<file path="config.mk">
export PLATFORM = sky130hd
export DESIGN_NAME = ascii_uart_tx
export DESIGN_NICKNAME = d
export VERILOG_FILES = /design/src/rtl/ascii_uart_tx.sv
export SDC_FILE = /design/constraint.sdc
export NUM_CORES = 1
export LEC_CHECK = 0
export BUFFER_PORTS_ARGS = -buffer_cell sky130_fd_sc_hd__buf_2
export CAP_MARGIN = 20
export CORE_ASPECT_RATIO = 1.75
export CORE_MARGIN = 2
export CORE_UTILIZATION = 30
export DETAILED_ROUTE_END_ITERATION = 10
export GPL_TIMING_DRIVEN = 0
export PLACE_DENSITY_LB_ADDON = 0.1
export SYNTH_ARGS = -nofsm -noshare
export SYNTH_HDL_FRONTEND = slang
export SYNTH_SLANG_ARGS = --single-unit
export TNS_END_PERCENT = 50
</file>
<file path="constraint.sdc">
create_clock -name clk -period 3.4 [get_ports clk]
set_clock_uncertainty 0.1 [all_clocks]
set_input_delay 0.17 -clock clk [delete_from_list [all_inputs] [get_ports clk]]
set_output_delay 0.17 -clock clk [all_outputs]
set_load 0.05 [all_outputs]
</file>
<file path="src/rtl/ascii_uart_tx.sv">
// ascii_uart_tx: FIFO-buffered 8N1 UART transmitter for the ASCII readout byte stream
module ascii_uart_tx #(
  parameter int CLK_FREQ   = 100_000_000,
  parameter int BAUD_RATE  = 115200,
  parameter int FIFO_DEPTH = 16
) (
  input  logic                        clk,
  input  logic                        rst_n,
  input  logic [7:0]                  ascii_data,
  input  logic                        ascii_valid,
  output logic                        ascii_ready,
  output logic                        uart_tx,
  output logic                        tx_busy,
  output logic [$clog2(FIFO_DEPTH):0] fifo_level
);
  localparam int CLKS_PER_BIT = CLK_FREQ / BAUD_RATE;
  localparam int AW = $clog2(FIFO_DEPTH);
  localparam int CW = $clog2(CLKS_PER_BIT);
  if (CLKS_PER_BIT < 2) begin : g_bad_baud
    $error("ascii_uart_tx: CLKS_PER_BIT must be >= 2");
  end
  if (FIFO_DEPTH < 2 || (FIFO_DEPTH & (FIFO_DEPTH - 1)) != 0) begin : g_bad_depth
    $error("ascii_uart_tx: FIFO_DEPTH must be a power of two >= 2");
  end
  typedef enum logic [1:0] {IDLE, START, DATA, STOP} state_t;
  state_t state, state_n;
  logic [7:0] mem [FIFO_DEPTH];
  logic [AW-1:0] wr_ptr, rd_ptr;
  logic [7:0] shifter, shifter_n;
  logic [CW-1:0] baud_cnt, baud_cnt_n;
  logic [2:0] bit_idx, bit_idx_n;
  logic push, pop, baud_wrap, tx_n;
  assign ascii_ready = rst_n && (fifo_level != (AW+1)'(FIFO_DEPTH));
  assign push = ascii_valid && ascii_ready;
  assign pop = (state == IDLE) && (fifo_level != '0);
  assign baud_wrap = baud_cnt == CW'(CLKS_PER_BIT - 1);
  assign tx_busy = (state != IDLE) || (fifo_level != '0);
  always_comb begin
    state_n = state;
    shifter_n = shifter;
    bit_idx_n = bit_idx;
    baud_cnt_n = baud_wrap ? '0 : baud_cnt + 1'b1;
    case (state)
      IDLE: begin
        baud_cnt_n = '0;
        bit_idx_n = '0;
        if (pop) begin
          state_n = START;
          shifter_n = mem[rd_ptr];
        end
      end
      START: state_n = baud_wrap ? DATA : START;
      DATA: if (baud_wrap) begin
        shifter_n = shifter >> 1;
        bit_idx_n = bit_idx + 3'd1;
        state_n = (bit_idx == 3'd7) ? STOP : DATA;
      end
      STOP: state_n = baud_wrap ? IDLE : STOP;
      default: state_n = IDLE;
    endcase
    // the line is registered, so it is driven from the state being entered
    tx_n = (state_n == START) ? 1'b0 : (state_n == DATA) ? shifter_n[0] : 1'b1;
  end
  always_ff @(posedge clk) begin
    if (!rst_n) begin
      state <= IDLE;
      shifter <= '0;
      baud_cnt <= '0;
      bit_idx <= '0;
      uart_tx <= 1'b1;
      wr_ptr <= '0;
      rd_ptr <= '0;
      fifo_level <= '0;
    end else begin
      state <= state_n;
      shifter <= shifter_n;
      baud_cnt <= baud_cnt_n;
      bit_idx <= bit_idx_n;
      uart_tx <= tx_n;
      wr_ptr <= wr_ptr + AW'(push);
      rd_ptr <= rd_ptr + AW'(pop);
      fifo_level <= fifo_level + (AW+1)'(push) - (AW+1)'(pop);
    end
  end
  always_ff @(posedge clk) begin
    if (push) mem[wr_ptr] <= ascii_data;
  end
endmodule
</file>
==> After elaboration in Yosys (flattened, before gate mapping) <==
Memories as Yosys holds them, arrays and structs flattened. A register that Yosys moved wholly into a read port is not among the register bits.
Cells that the tools add are included.
{ "op_classes": {"n_eq_ne": 10, "n_bitwise": 1, "n_reduce_logical": 11, "mux": 16, "n_addsub": 6} }
{ "ops": {"columns": ["operator", "count"], "rows": [
  ["$mux 8", 2],
  ["$pmux 8 s2", 1],
  ["$add 10x1->10 const B", 1],
  ["$eq 10x10->1 const B", 1],
  ["$add 4x1->4", 2],
  ["$mux 2", 4],
  ["$pmux 2 s4", 1],
  ["$eq 2x2->1 const B", 3],
  ["$pmux 3 s2", 1],
  ["$add 5x1->5", 1],
  ["$mux 1", 5],
  ["$ne 5x5->1 const B", 1],
  ["$reduce_bool 5->1", 1],
  ["$sub 5x1->5", 1],
  ["$eq 2x1->1 const B", 2],
  ["$mux 4", 1],
  ["$ne 2x2->1 const B", 2],
  ["$reduce_bool 2->1", 2],
  ["$add 3x1->3 const B", 1],
  ["$eq 3x3->1 const B", 1],
  ["$logic_and 1x1->1", 3],
  ["$mux 3", 1],
  ["$reduce_and 3->1", 1],
  ["$reduce_or 3->1", 1],
  ["other kinds (4)", 4]
]} }
{ "totals": {"wordCells": 54, "mem_count": 1, "in_bits": 11, "register_bits": 37, "output_inout_bits": 8, "ram_bits": 128} }
{ "mem_list": {"columns": ["memory", "depth", "word_bits", "read_ports", "rd_ports_with_merged_regs", "write_ports", "line_no", "text"], "rows": [
  ["mem", 16, 8, 1, 1, 1, "27", "logic [7:0] mem [FIFO_DEPTH];"]
]} }

==> Longest topological paths before layout <==
Gate-level depths: netlist of run 1.
{ "depth": {"depth_word": 7, "depth_mapped": 14, "ltp_nobuf": 14} }

==> Least setup slack after synthesis of run 1 <==
No wires, ideal clock.
{ "synth_timing": {"path_type": "reg-to-reg", "start": "register fifo_level[2]", "end": "register fifo_level[4]", "path_stages_with_launch": 15, "n_path_buf": 0, "arrival_time_ns": 2.888, "setup_ns": 0.116, "slack_ns": 0.297, "period_less_slack_ns": 3.103, "cell_sequence": "dfxtp_1 -> inv_1 -> ha_1 -> nor4b_2 -> nor3_1 -> ha_1 -> inv_1 -> ha_1 -> inv_1 -> fa_1 -> inv_1 -> a21oi_1 -> nor2_1 -> o21ai_0 -> and3_1"} }
{ "synth_between": {"elab_chain_cells": 5} }
{ "synth_lines": {"columns": ["item", "line_no", "text"], "rows": [
  ["start: declaration", "14", "output logic [$clog2(FIFO_DEPTH):0] fifo_level"],
  ["start signal: assignment", "82", "fifo_level <= fifo_level + (AW+1)'(push) - (AW+1)'(pop);"],
  ["$ne 5x5->1", "33", "assign ascii_ready = rst_n && (fifo_level != (AW+1)'(FIFO_DEPTH));"],
  ["$logic_and 1x1->1", "33", null],
  ["$logic_and 1x1->1", "34", "assign push = ascii_valid && ascii_ready;"],
  ["$add 5x1->5", "82", null],
  ["$sub 5x1->5 (*)", "82", null]
]} }
Every way passes the cells marked *; elsewhere a longest branch is shown, timed or not.
A chain may end at the register's enable or synchronous reset.

==> Worst setup path in the final report of run 1 <==
{ "layout_timing": {"start": "register fifo_level[3]", "end": "register fifo_level[4]"} }
Same word-level chain as after synthesis.

==> impl_metrics.yaml, run 1 <==
logic_synthesis:
  synth_area_um2: 6680
  ys_types: 42
  synth_ff_type: "edfxtp_1"
  seq_area_frac_synth_pct: 68.6
  syn_nets: 432
  synth_edf_count: 128
  syn_inst: 407
  yosysWarnings: 0
  async_reset_ff_share_pct: 0
  synth_seq_cells: 165
  synth_area_per_cell_um2: 16.4
critical_path:
  required_ps: 3620
  crit_arrival_ps: 3400
  worstPathMaxFanout: 5
  startpoint_type: "flop"
  r2r_cells: 14
  r2r-start: "fifo_level[3]"
  endpoint_kind: "flop"
  reg2reg_slack_ps: 220
  crit_type: "reg2reg"
  timing.rr.end: "fifo_level[4]"
place:
  dp_cells: 724
  placed_area_um2: 7200
  dp_slack_ps: 44.8
  io_buffers: 18
  gp_congestion: 0.702
  dp_hpwl_um: 10700
routing:
  drt_wl_total_um: 14800
  wire_per_inst_um: 19.6
  drt-initial-drc-count: 206
  ant_nets: 0
  vias_per_cell: 4.62
  drt_drc_violations_left: 0
  dr_total_vias: 3488
  first_pass_iters: 4
timing:
  slew_headroom_pct: 33.2
  holdWs_ps: 27.1
  worstMarginPinSlew_ps: 998
  fin_crit_ps: 3180
  period_share_pct: 93.5
  rsz0062_at_grt: "no"
  drv_slew: 0
  finalHoldViolCount: 0
  tns_ps: 0
  setup_viol: 0
  setup_slack_ps: 221
  max_clock_freq_ghz: 0.315
final_layout:
  final_nets: 472
  layout_commonest_cell: "edfxtp_1"
  fillers: 2156
  seq_area_um2: 4580
  final_cell_mix: "edfxtp_1 (128), dfxtp_1 (37), mux4_2 (32), nor2_1 (30), buf_2 (22)"
  multi_input_area_um2: 1990
  final_area_um2: 7790
  diodes: 0
  syn2layout_area_growth_pct: 16.6
  stdcell_count: 755
  final_util_pct: 35.5
  post_route_cells_drive_above_1_share_pct: 21.1
clock_tree:
  cts_max_level: 4
  cts_tree: "done"
  clk_latency_ps: 430
  cts_buffer_depth: 2
  cts.sinks: 165
  cts_root_buffer: "clkbuf_16"
  postCtsSetupRepairBufs: 0
  clkSlewWorstSetupHoldPaths_ps: 60
  cts_made_buffers: 17
die:
  initial_core_util_pct: 30.4
  dieArea_um2: 23500
  die_h_um: 201
  die_w_um: 117
  num_rows: 72
  core_area_um2: 22000
  io_pins: 19
worst_hold_path:
  hold-path-endpoint: "mem[2][0]"
  min_from: "ascii_data[0]"
  hold_path_class: "in2reg"
  hold_depth: 1
power:
  clkPwrFrac_pct: 35.1
  ir_drop_mv: 0.360
  pwr-share-comb_pct: 23.0
  report.power.total_mw: 5.58
  switching_power_mw: 1.53
  power_frac_seq_pct: 41.9
  swShare_pct: 27.3
  p_leak_nw: 2.62
  power_density_nw_per_um2: 716
  internal_power_mw: 4.06
global_routing:
  grt_usage_pct: 13.6
  grt_pass1_vias: 3846
  grt_pass1_wl_um: 22900
  grt_max_degree: 17
  grt_overflow: 0
  grt_antenna_before_repair: 0
run:
  drv_cap: 0
run_status:
  outcome: "finished, final reports clean"
-- worst max-delay path by stage --
stage                     slack (ps)       endpoint           from  depth (start not counted)
final                            220  fifo_level[4]  fifo_level[3]                         14
after global routing             0.2  fifo_level[4]  fifo_level[3]                         14
after CTS                         20  fifo_level[4]  fifo_level[3]                         14
after detailed placement          40  fifo_level[4]  fifo_level[3]                         14
after global placement            70  fifo_level[4]  fifo_level[2]                         14
after floorplan                  300  fifo_level[4]  fifo_level[2]                         14
-- worst max-delay path: stages (launching register included) --
cell and delay (ps):
dfxtp_1 340, inv_1 80, ha_1 160, nor4b_2 580, nor3_2 210, ha_1 340, inv_1 50, ha_1 190
inv_1 70, fa_1 200, inv_1 50, a21oi_1 130, nor2_1 60, or3_1 330, and3_1 180
-- registers in the layout, indices dropped and copies added (netlist names) --
| name | count |
|---|---|
| bit_idx | 3 |
| baud_cnt | 10 |
| rd_ptr | 4 |
| state | 2 |
| mem | 128 |
| fifo_level | 5 |
| uart_tx | 1 |
| shifter | 8 |
| wr_ptr | 4 |
-- per-layer routing --
metal | routed length (um) | part of all wire [%] | global-route usage, % | vias up
met1 | 5600 | 38 | 14.5 | 1787
met4 | 243 | 1.6 | 5.04 | 0
met3 | 342 | 2.3 | 2.92 | 16
li1 | - | - | - | 1647
met5 | 0 | 0 | 0 | -
met2 | 8580 | 58 | 25.6 | 38
-- cell usage after synthesis, drive strengths merged (4+ instances only) --
| cell type | number | area, um2 |
|---|---|---|
| a22o | 12 | 105 |
| a22oi | 17 | 128 |
| and2 | 15 | 93.8 |
| and3 | 6 | 37.5 |
| buf | 9 | 57.6 |
| clkbuf | 11 | 41.3 |
| dfxtp | 37 | 741 |
| edfxtp | 128 | 3840 |
| ha | 13 | 163 |
| inv | 10 | 37.5 |
| mux4 | 32 | 721 |
| nand2 | 14 | 52.6 |
| nand2b | 4 | 32.5 |
| nand3 | 12 | 65.1 |
| nor2 | 31 | 119 |
| nor2b | 6 | 37.5 |
| nor3 | 7 | 35.0 |
| xnor2 | 9 | 78.8 |
| xor2 | 7 | 61.3 |
-- area by class of cell --
type | count | share of cell area [%]
sequential | 165 | 58.8
multi-input combinational | 212 | 25.5
clock buffer | 17 | 5.46
tap | 296 | 4.75
clock inverter | 14 | 2.14
timing repair buffer | 21 | 1.59
buffer | 20 | 1.27
inverter | 10 | 0.482
-- timing repair --
action / CTS / global route
setup endpoints to repair: 0 / 1
hold buffers: 0 / 0
endpoints found under the hold margin: 0 / 0
gates resized for setup: 0 / 1
-- kinds of logic after synthesis --
kind of cell	after synthesis	synth area share (%)
buf+inv	30	2.04
xor+xnor	16	2.10
simple gates	105	8.50
flops	165	68.6
mux	35	11.3
fa+ha+maj	14	2.73
compound gates	42	4.77
-- power groups by stage --
stage	Clock, mW	Combinational (mW)	Sequential, mW
CTS	2.01	1.32	2.34
global placement	0	1.30	2.38
global route	2.08	1.42	2.35
floorplan	0	0.892	2.46
detailed placement	0	1.32	2.39
finish	1.96	1.28	2.34
(Power assumes the default switching activity.)
==> run 2: changes to the inputs <==
--- a/config.mk
+++ b/config.mk
@@ -13,6 +13,7 @@
 export DETAILED_ROUTE_END_ITERATION = 10
 export GPL_TIMING_DRIVEN = 0
 export PLACE_DENSITY_LB_ADDON = 0.1
+export RECOVER_POWER = 50
 export SYNTH_ARGS = -nofsm -noshare
 export SYNTH_HDL_FRONTEND = slang
 export SYNTH_SLANG_ARGS = --single-unit
==> run 2 against run 1 <==
Effect of this change: clock-buffer cell count unchanged; combinational power about the same; sequential share of layout area up 0.13 points; fmax shrank 0.16%; non-clock buffer count did not move; global-route usage unchanged; register-to-register slack barely moved; wire length increased by 0.18%; sequential power barely moved.
==> impl_metrics.yaml, run 2 (synthesis gave the netlist of run 1 again) <==
run_status:
  outcome: "finished, final reports clean"
final_layout:
  reg_top3: "mem x128, baud_cnt x10, shifter x8"
  fillers: 2163
  top_register: "mem"
  syn2layout_area_growth_pct: 16.4
  post_route_cells_drive_above_1_share_pct: 18.1
  final_cell_mix: "edfxtp_1 (128), dfxtp_1 (37), mux4_2 (32), nor2_1 (30), clkbuf_1 (25)"
  largest_reg_flops: 128
  stdcell_count: 755
  final_area_um2: 7780
  seq_area_um2: 4580
  final_nets: 472
  multi_input_area_um2: 1990
  diodes: 0
  layout_commonest_cell: "edfxtp_1"
timing:
  setup_viol: 0
  holdWs_ps: 170
  drv_slew: 0
  slew_headroom_pct: 33.4
  worstMarginPinSlew_ps: 996
  finalHoldViolCount: 0
  setup_slack_ps: 216
  tns_ps: 0
  period_share_pct: 93.6
  max_clock_freq_ghz: 0.314
  rsz0062_at_grt: "no"
  fin_crit_ps: 3180
critical_path:
  crit_type: "reg2reg"
  worstPathCellList: "inv_1 > ha_1 > nor4b_2 > nor3_2 > ha_1 > inv_1 > ha_1 > inv_1 > fa_1 > inv_1 > a21oi_1 > nor2_1 > or3_1 > and3_1"
  crit_slowest_cell: "nor4b_2"
  cpPeakStageDelay_ps: 590
  crit_path_frequent_cell: "inv_1"
  startpoint_type: "flop"
  crit_buf_inv: 4
  reg2reg_slack_ps: 220
  worstPathMaxFanout: 5
  required_ps: 3620
  crit_family: "simple AND/OR/NAND/NOR gates"
  endpoint_kind: "flop"
  crit_arrival_ps: 3400
clock_tree:
  cts_made_buffers: 17
  clkSlewWorstSetupHoldPaths_ps: 60
  clk_latency_ps: 430
  cts_max_level: 4
  cts.sinks: 165
  cts_buffer_depth: 2
  cts_tree: "done"
  postCtsSetupRepairBufs: 0
  cts_root_buffer: "clkbuf_16"
routing:
  first_pass_iters: 4
  ant_nets: 0
  drt_wl_total_um: 14800
  vias_per_cell: 4.62
  dr_total_vias: 3491
  drt-initial-drc-count: 206
  drt_drc_violations_left: 0
  wire_per_inst_um: 19.6
global_routing:
  grt_max_degree: 17
  grt_antenna_before_repair: 0
  grt_overflow: 0
  grt_pass1_vias: 3846
  grt_usage_pct: 13.6
  grt_pass1_wl_um: 22900
place:
  dp_slack_ps: 44.8
  io_buffers: 18
  dp_cells: 724
  dp_hpwl_um: 10700
  gp_congestion: 0.702
  placed_area_um2: 7200
power:
  swShare_pct: 27.4
  ir_drop_mv: 0.360
  power_frac_seq_pct: 42.0
  power_density_nw_per_um2: 717
  switching_power_mw: 1.53
  clkPwrFrac_pct: 35.1
  p_leak_nw: 2.57
  internal_power_mw: 4.05
  pwr-share-comb_pct: 22.9
die:
  initial_core_util_pct: 30.4
  dieArea_um2: 23500
  die_w_um: 117
  die_h_um: 201
  num_rows: 72
  core_area_um2: 22000
  io_pins: 19
run:
  drv_cap: 0
worst_hold_path:
  hold_path_class: "in2reg"
==> run 2: changes by cell type in the layout (fill, tap and decap cells not counted) <==
cell,delta
clkbuf_1,+14
and2_1,-4
buf_2,-14
and2_0,+4
==> run 2: final timing paths <==
| kind | startpoint | end | cells after the start |
|---|---|---|---|
| worst min-delay path | ascii_data[0] | mem[2][0] | 1 |
| worst max-delay path | fifo_level[3] | fifo_level[4] | 14 |
| worst max register to register | fifo_level[3] | fifo_level[4] | 14 |
| worst min register to register | shifter[7] | shifter[7] | 2 |
==> run 2: metrics by stage <==
| stage | total power, mW | utilization (%) |
|---|---|---|
| final | 5.58 | 35.4 |
| after global routing | 5.85 | 35.4 |
| after CTS | 5.68 | 35.4 |
| after detailed placement | 3.70 | 32.7 |
| after global placement | 3.68 | 32.5 |
| after floorplan | 3.35 | - |
==> run 2: what timing repair did <==
| item | 4_1_cts | 5_1_grt |
|---|---|---|
| setup endpoints to repair | 0 | 1 |
| gates resized for setup | 0 | 1 |
| hold buffers | 0 | 0 |
==> run 2: power by group through the flow <==
| stage | clock network (mW) | logic (mW) | registers, mW |
|---|---|---|---|
| floorplan | 0 | 0.892 | 2.46 |
| global placement | 0 | 1.30 | 2.38 |
| detailed placement | 0 | 1.32 | 2.39 |
| CTS | 2.01 | 1.32 | 2.34 |
| global route | 2.08 | 1.41 | 2.36 |
| finish | 1.96 | 1.28 | 2.34 |
==> run 2: per-layer routing <==
layer  GRT usage (%)  part of all wire [%]  wire (um)  vias to the layer above
met5               0                     0          0                        -
met4            5.04                   1.6        243                        0
met3            2.92                   2.2        328                       16
met2            25.6                    58       8580                       36
met1            14.5                    38       5640                     1792
li1                -                     -          -                     1647
==> run 2: cell type report <==
class                           instances  share of cell area (%)
Tap cell                              296                    4.76
Sequential cell                       165                    59.0
Inverter                               10                   0.483
Timing Repair Buffer                   21                    1.37
Buffer                                 20                    1.27
Clock buffer                           17                    5.47
Clock inverter                         14                    2.14
Multi-Input combinational cell        212                    25.6
